## src/rtl/lifofifo_pkg.sv

```systemverilog
// lifofifo_pkg: shared mode encodings, defaults and count-width helper
package lifofifo_pkg;
  localparam logic MODE_FIFO = 1'b0;
  localparam logic MODE_LIFO = 1'b1;
  localparam int DEF_DATA_W = 32;
  localparam int DEF_DEPTH = 16;
  function automatic int cnt_w(input int depth);
    return $clog2(depth) + 1;
  endfunction
endpackage

```

## src/rtl/lifofifo_mem.sv

```systemverilog
// lifofifo_mem: DEPTH x DATA_W storage, synchronous write, combinational read
module lifofifo_mem #(
  parameter int DATA_W = 32,
  parameter int DEPTH = 16,
  localparam int AW = $clog2(DEPTH)
) (
  input  logic              clk,
  input  logic              we,
  input  logic [AW-1:0]     waddr,
  input  logic [DATA_W-1:0] wdata,
  input  logic [AW-1:0]     raddr,
  output logic [DATA_W-1:0] rdata
);
  logic [DATA_W-1:0] mem [DEPTH];
  always_ff @(posedge clk)
    if (we) mem[waddr] <= wdata;
  assign rdata = mem[raddr];
endmodule

```

## src/rtl/lifofifo_buf.sv

```systemverilog
// lifofifo_buf: runtime FIFO/LIFO buffer with thresholds, count and error pulses
module lifofifo_buf
  import lifofifo_pkg::*;
#(
  parameter int DATA_W = DEF_DATA_W,
  parameter int DEPTH = DEF_DEPTH,
  parameter int AF_LVL = DEPTH - 2,
  parameter int AE_LVL = 2,
  localparam int CW = cnt_w(DEPTH),
  localparam int AW = $clog2(DEPTH)
) (
  input  logic              clk,
  input  logic              Rst,
  input  logic              Mode,
  input  logic              Clr,
  input  logic [DATA_W-1:0] Datain,
  input  logic              Wren,
  input  logic              Rden,
  output logic [DATA_W-1:0] Dataout,
  output logic              Valid,
  output logic              Full,
  output logic              Empty,
  output logic              AlmostFull,
  output logic              AlmostEmpty,
  output logic [CW-1:0]     Count,
  output logic              Overflow,
  output logic              Underflow
);
  logic [AW-1:0] wr_ptr, rd_ptr, top, rd_addr, wr_addr, wr_nxt, rd_nxt;
  logic [CW-1:0] cnt_nxt;
  logic [DATA_W-1:0] rdata;
  logic mode_q, lifo, rd_acc, wr_acc;
  assign Full = Count == CW'(DEPTH);
  assign Empty = Count == '0;
  assign AlmostFull = Count >= CW'(AF_LVL);
  assign AlmostEmpty = Count <= CW'(AE_LVL);
  assign lifo = mode_q == MODE_LIFO;
  assign top = wr_ptr - 1'b1;
  assign rd_acc = Rden && !Empty;
  assign wr_acc = Wren && (!Full || rd_acc);
  // a LIFO push+pop in one cycle overwrites the current top in place
  assign rd_addr = lifo ? top : rd_ptr;
  assign wr_addr = (lifo && rd_acc) ? top : wr_ptr;
  always_comb begin
    cnt_nxt = (wr_acc && !rd_acc) ? Count + 1'b1 : (rd_acc && !wr_acc) ? Count - 1'b1 : Count;
    wr_nxt = lifo ? ((wr_acc && !rd_acc) ? wr_ptr + 1'b1 : (rd_acc && !wr_acc) ? top : wr_ptr)
                  : (wr_acc ? wr_ptr + 1'b1 : wr_ptr);
    rd_nxt = (!lifo && rd_acc) ? rd_ptr + 1'b1 : rd_ptr;
  end
  lifofifo_mem #(.DATA_W(DATA_W), .DEPTH(DEPTH)) u_mem (
    .clk(clk),
    .we(wr_acc && !Clr),
    .waddr(wr_addr),
    .wdata(Datain),
    .raddr(rd_addr),
    .rdata(rdata)
  );
  always_ff @(posedge clk or negedge Rst)
    if (!Rst) begin
      wr_ptr <= '0;
      rd_ptr <= '0;
      Count <= '0;
      Dataout <= '0;
      Valid <= 1'b0;
      Overflow <= 1'b0;
      Underflow <= 1'b0;
      mode_q <= MODE_FIFO;
    end else begin
      if (Clr || Empty) mode_q <= Mode;
      wr_ptr <= Clr ? '0 : wr_nxt;
      rd_ptr <= Clr ? '0 : rd_nxt;
      Count <= Clr ? '0 : cnt_nxt;
      Valid <= !Clr && rd_acc;
      Overflow <= !Clr && Wren && !wr_acc;
      Underflow <= !Clr && Rden && !rd_acc;
      if (!Clr && rd_acc) Dataout <= rdata;
    end
endmodule

```

## config.mk

```make
export PLATFORM = sky130hd
export DESIGN_NAME = lifofifo_buf
export DESIGN_NICKNAME = d
export VERILOG_FILES = /design/src/rtl/lifofifo_pkg.sv /design/src/rtl/lifofifo_mem.sv /design/src/rtl/lifofifo_buf.sv
export SDC_FILE = /design/constraint.sdc
export NUM_CORES = 1
export LEC_CHECK = 0
export ABC_AREA = 0
export ABC_CLOCK_PERIOD_IN_PS = 3800
export CORE_ASPECT_RATIO = 0.7
export CORE_UTILIZATION = 40
export DETAILED_ROUTE_END_ITERATION = 10
export PLACE_DENSITY = 0.57
export SYNTH_ARGS = -nofsm -noshare
export SYNTH_HDL_FRONTEND = slang
export SYNTH_SLANG_ARGS = --single-unit
```

## constraint.sdc

```tcl
create_clock -name clk -period 3.8 [get_ports clk]
set_input_delay 0.76 -clock clk [delete_from_list [all_inputs] [get_ports clk]]
set_output_delay 0.76 -clock clk [all_outputs]
set_load 0.02 [all_outputs]
```

; Word level (Yosys, flattened, before mapping)
; Memory sizes are Yosys's and may differ from the RTL's. A register that Yosys moved wholly into a read port is not among the register bits.
; Cells that the tools add are included.
[word_totals]
reg_bits = 17
ram_bits = 512
memories = 1
elab_cells = 57
[memory_table]
columns = name, depth, word_bits, read_ports, rd_clocked_by_memory_dff, write_ports, line_no
row1 = u_mem.mem, 16, 32, 1, 1, 1, lifofifo_mem.sv:14  ; logic [DATA_W-1:0] mem [DEPTH];
[op_classes]
muxes = 14
n_reduce_logical = 26
eq_ne = 2
n_addsub = 5
magnitude_cmp = 2
[op_table]
columns = operator, n
row1 = 4-bit 2-to-1 mux, 9
row2 = 5-bit 2-to-1 mux, 3
row3 = 1-bit logical AND, 12
row4 = "4-bit by 1-bit adder with 4-bit output, second input constant", 2
row5 = 1-bit logical NOT, 7
row6 = 3-bit nonzero test, 2
row7 = "5-bit by 1-bit adder with 5-bit output, second input constant", 1
row8 = "5-bit equality test, second input constant", 1
row9 = "5-bit by 4-bit >= comparator with 1-bit output, second input constant", 1
row10 = "5-bit by 2-bit <= comparator with 1-bit output, second input constant", 1
row11 = 5-bit logical NOT, 1
row12 = "5-bit by 1-bit subtractor with 5-bit output, second input constant", 1
row13 = "4-bit by 2-bit inequality test with 1-bit output, second input constant", 1
row14 = "4-bit by 1-bit subtractor with 4-bit output, second input constant", 1
row15 = 1-bit logical OR, 2
row16 = 1-bit 2-to-1 mux, 2
row17 = 2-bit AND reduction, 1
row18 = 2-bit nonzero test, 1

; Longest topological paths before layout
[depth]
ltp_word = 11
mapped_depth = 11
ltp_nobuf = 9

; Hierarchy
; Synthesis repeated with hierarchy kept, for this count alone.
[hier_totals]
hier_cells = 1023
hier_area_um2 = 21687.0
[modules_own_cells]
columns = mod, n_inst, area_each_um2, cells_per_inst, seq_area_each_um2
row1 = lifofifo_mem, 1, 19213.4, 806, 15374.7
row2 = lifofifo_buf, 1, 2473.6, 217, 1226.2

; Least setup slack after synthesis
; Ideal clock, no wire load.
[synth_timing]
path_type = reg-to-reg
from = reg Count[2]
to = mem u_mem.mem[7][0] (enable)
required_ns = 3.379
stages_incl_launch_ff = 8
period_less_slack_ns = 3.578
setup_ns = 0.421
t_arrival_ns = 3.157
path_buffers = 1
setup_slack_ns = 0.222
cell_sequence = dfrtp_1 -> or4_1 -> buf_2 -> o211ai_2 -> nand3_1 -> o31ai_1 -> nand2_1 -> nor2_1
[synth_between]
elab_chain_len = 8
elab_cells_between_ends = 12
classes_between = eq/ne (1) / mux (3) / reduce/logical (8)
[synth_lines]
columns = item, line_no
row1 = "start, declared", lifofifo_buf.sv:25  ; output logic [CW-1:0] Count,
row2 = "start signal, assigned", lifofifo_buf.sv:72  ; Count <= Clr ? '0 : cnt_nxt;
row3 = 5-bit logical NOT, lifofifo_buf.sv:34  ; assign Empty = Count == '0;
row4 = 1-bit logical NOT, lifofifo_buf.sv:39  ; assign rd_acc = Rden && !Empty;
row5 = 1-bit logical AND, lifofifo_buf.sv:39
row6 = 1-bit logical OR, lifofifo_buf.sv:40  ; assign wr_acc = Wren && (!Full || rd_acc);
row7 = 1-bit logical AND, lifofifo_buf.sv:40
row8 = 1-bit logical AND, lifofifo_buf.sv:52  ; .we(wr_acc && !Clr),
row9 = 1-bit 2-to-1 mux, lifofifo_mem.sv:16  ; if (we) mem[waddr] <= wdata;
row10 = 1-bit 2-to-1 mux (implied by the code), lifofifo_mem.sv:16
row11 = "end, declared", lifofifo_mem.sv:14
; Parallel ways exist; a longest one is shown, timed or not.

; Final worst setup path
[layout_timing]
from = reg Count[2]
to = out Empty
[layout_between]
elab_chain_len = 1
[layout_lines]
columns = item, line_no
row1 = 5-bit logical NOT, lifofifo_buf.sv:34
row2 = "end, declared", lifofifo_buf.sv:22  ; output logic Empty,
; No other way between the ends.

==> metrics.yaml <==
yosys.cell_types.count: 47
ys.flop_type: "edfxtp_1"
cts_buffer_depth: 3
wl_per_cell_um: 24.70
async_flop_share_pct: 8.734
max_freq_mhz: 291.7
critPathRequiredTime_ps: 3040
synthSimpleGateAreaFrac_pct: 11.80
seqPwrFrac_pct: 35.6
grt_pass1_vias: 15460
crit_slowest_cell: "or4_1"
ctsResizeCount: 0
internal_power_uw: 13370
cp_max_fo: 9
initial_utilization_pct: 40.49
clkPwrFrac_pct: 27.1
fin_tns_setup_ps: 0
drt-total-wl_mm: 68.29
cp_cell_sequence: "or4_1 -> nor2_2 -> clkdlybuf4s50_1"
post-route-period-util_pct: 90.23
viasPerCell: 5.786
worstMarginPinSlew_ps: 1207
ant_nets: 0
criticalPathCategory: "register to output pin"
clock_sinks: 561
postCtsHoldBufs: 0
synth_xor_area_share_pct: 0.4443
synth_compound_area_share_pct: 14.54
synthMuxAreaShare_pct: 0.2803
cap_viol_max_count: 0
num_io_pins: 82
track_usage_pct: 22.90
hp-class: "input port to async pin"
power.share.switching_pct: 37.74
drv_slew: 0
grt_pass1_wl_mm: 102.2
crit_arrival_ps: 2670
cts_made_buffers: 54
slew-limit-headroom_pct: 19.34
layout_commonest_cell: "edfxtp_1"
synthAdderAreaFrac_pct: 0.4549
port_buffers: 81
nets: 1968
clk_pin_slew_worst_paths_ps: 70
gp_congestion: 0.8184
synthCells: 1853
dieWidth_um: 292.7
syn_to_final_growth_pct: 17.40
antenna_found_initial: 0
gr-total-overflow: 0
coreArea_sq_mm: 0.05842
peakVddDrop_uv: 510.0
cpPeakStageDelay_ps: 700
critPathLaunchType: "register"
whs_ps: 369.3
synth_top_family_by_area: "compound AO/OA/AOI/OAI gates"
clk_latency_ps: 620
finalHoldViolations: 0
report.final.setup_viol: 0
cts-root-buf: "clkbuf_16"
row_count: 74
power.switching_uw: 8107
route.detailed.drc: 0
htreeDepth: 2
grt_max_degree: 142
fin_total_pwr_uw: 21480
status: "completed"
syn-num-nets: 1899
combinationalPowerShare_pct: 37.2
cp_top_family: "simple AND/OR/NAND/NOR gates"
drtIter0Drc: 1778
critical_path_buf_inv_count: 1
synth_seq_cells: 561
dieArea_sq_mm: 0.06013
p_per_area_mw_per_mm2: 773.4
synth_area_sq_mm: 0.02366
rsz0062_at_grt: "no"
cts_tree: "built"
drive_gt1_share_pct: 9.761
final_cell_mix: "512 x edfxtp_1, 300 x nand2_1, 163 x o21ai_0, 131 x nand2b_1, 128 x a22oi_1"
p_leak_uw: 0.009124
die_h_um: 205.5
dpl.hpwl_mm: 38.27
final.setup_skew_ps: 33.24
first_pass_iters: 7
n_antenna_cell: 0
yosys_warnings: 0
post_cts_buffers: 0
syn_area_per_cell_sq_um: 12.77
stdcell_area_sq_mm: 0.02777
vias: 16000
synth_edf_count: 512
post_dp_cell_area_sq_mm: 0.02587
ys_seq_area_share_pct: 70.18
worstSetupEndpointType: "output pin"
finalCriticalPeriod_ps: 3429
-- cell usage after synthesis, types with 4 or more instances --
master	number	area (sq um)
edfxtp_1	512	15370
nand2_1	300	1126
o21ai_0	163	815.8
nand2b_1	131	819.5
a22oi_1	128	960.9
clkbuf_1	117	439.2
a21oi_1	76	380.4
nor3_1	73	365.4
o22ai_1	68	425.4
a221o_1	63	630.6
dfrtp_1	49	1226
nor2_1	36	135.1
nand4_1	33	206.5
nand3_1	11	55.05
buf_2	9	45.04
xnor2_1	9	78.83
ha_1	7	87.58
buf_1	6	22.52
inv_1	6	22.52
o21ai_1	6	30.03
a31oi_1	5	31.28
a211oi_1	4	30.03
inv_2	4	15.01
mux2i_1	4	40.04
-- cell type report --
cell class / instances / area [sq um]
clock buffer: 69 / 1448
clock inverter: 32 / 456.7
fill: 5108 / 30650
inverter: 10 / 37.54
multi-input combinational: 1150 / 6738
sequential: 561 / 16610
tap: 798 / 998.5
timing repair buffer: 145 / 1486
-- final timing paths --
kind                                   end  slack [ps]  cells past startpoint   startpoint
hold / removal                    Count[1]         370                      1          Rst
min in group clk               Dataout[23]         490                      2  Dataout[23]
max in group asynchronous      Dataout[10]        2520                      2          Rst
setup reg to reg           u_mem.mem[3][6]         370                      7     Count[2]
hold reg to reg                Dataout[23]         490                      2  Dataout[23]
setup / recovery                     Empty         370                      3     Count[2]
-- state kept, by name (all words and copies together) (netlist names) --
| name | cells |
|---|---|
| Count | 5 |
| Valid | 1 |
| wr_ptr | 4 |
| rd_ptr | 4 |
| u_mem.mem | 512 |
| Underflow | 1 |
| Overflow | 1 |
| Dataout | 32 |
| lifo | 1 |
-- metal layers --
layer / track usage (%) / up-vias / wire length, um
met2: 34.44 / 643 / 29780
met4: 5.479 / 0 / 1303
met5: 0 / - / 0
met3: 3.824 / 91 / 5645
met1: 34.52 / 8052 / 31570
li1: - / 7213 / -
-- stage by stage --
stage / std cells / utilization [%] / worst slack (ps)
global placement: 2664 / 44.28 / 169.1
CTS: 2765 / 47.54 / 327.2
global route: 2765 / 47.54 / 221.0
floorplan: 1853 / - / 222.1
detailed placement: 2664 / 44.28 / 211.7
finish: 2765 / 47.54 / 371.4
-- power by group through the flow --
stage / Clock (uW) / Sequential (uW) / Combinational [uW]
2_1_floorplan: 0 / 7760 / 4810
3_3_place_gp: 0 / 7770 / 7830
3_5_place_dp: 0 / 7770 / 7930
4_1_cts: 5920 / 7650 / 7970
5_1_grt: 6140 / 7710 / 8750
6_report: 5830 / 7660 / 8000
-- cell families (layout without fill, tap and decap cells) --
kind of cell	count (synthesis)	after routing
compound gates	527	527
buf+inv	142	256
mux	6	6
flops	561	561
xor+xnor	12	12
simple gates	597	597
fa+ha+maj	8	8
(Power assumes the default switching activity.)
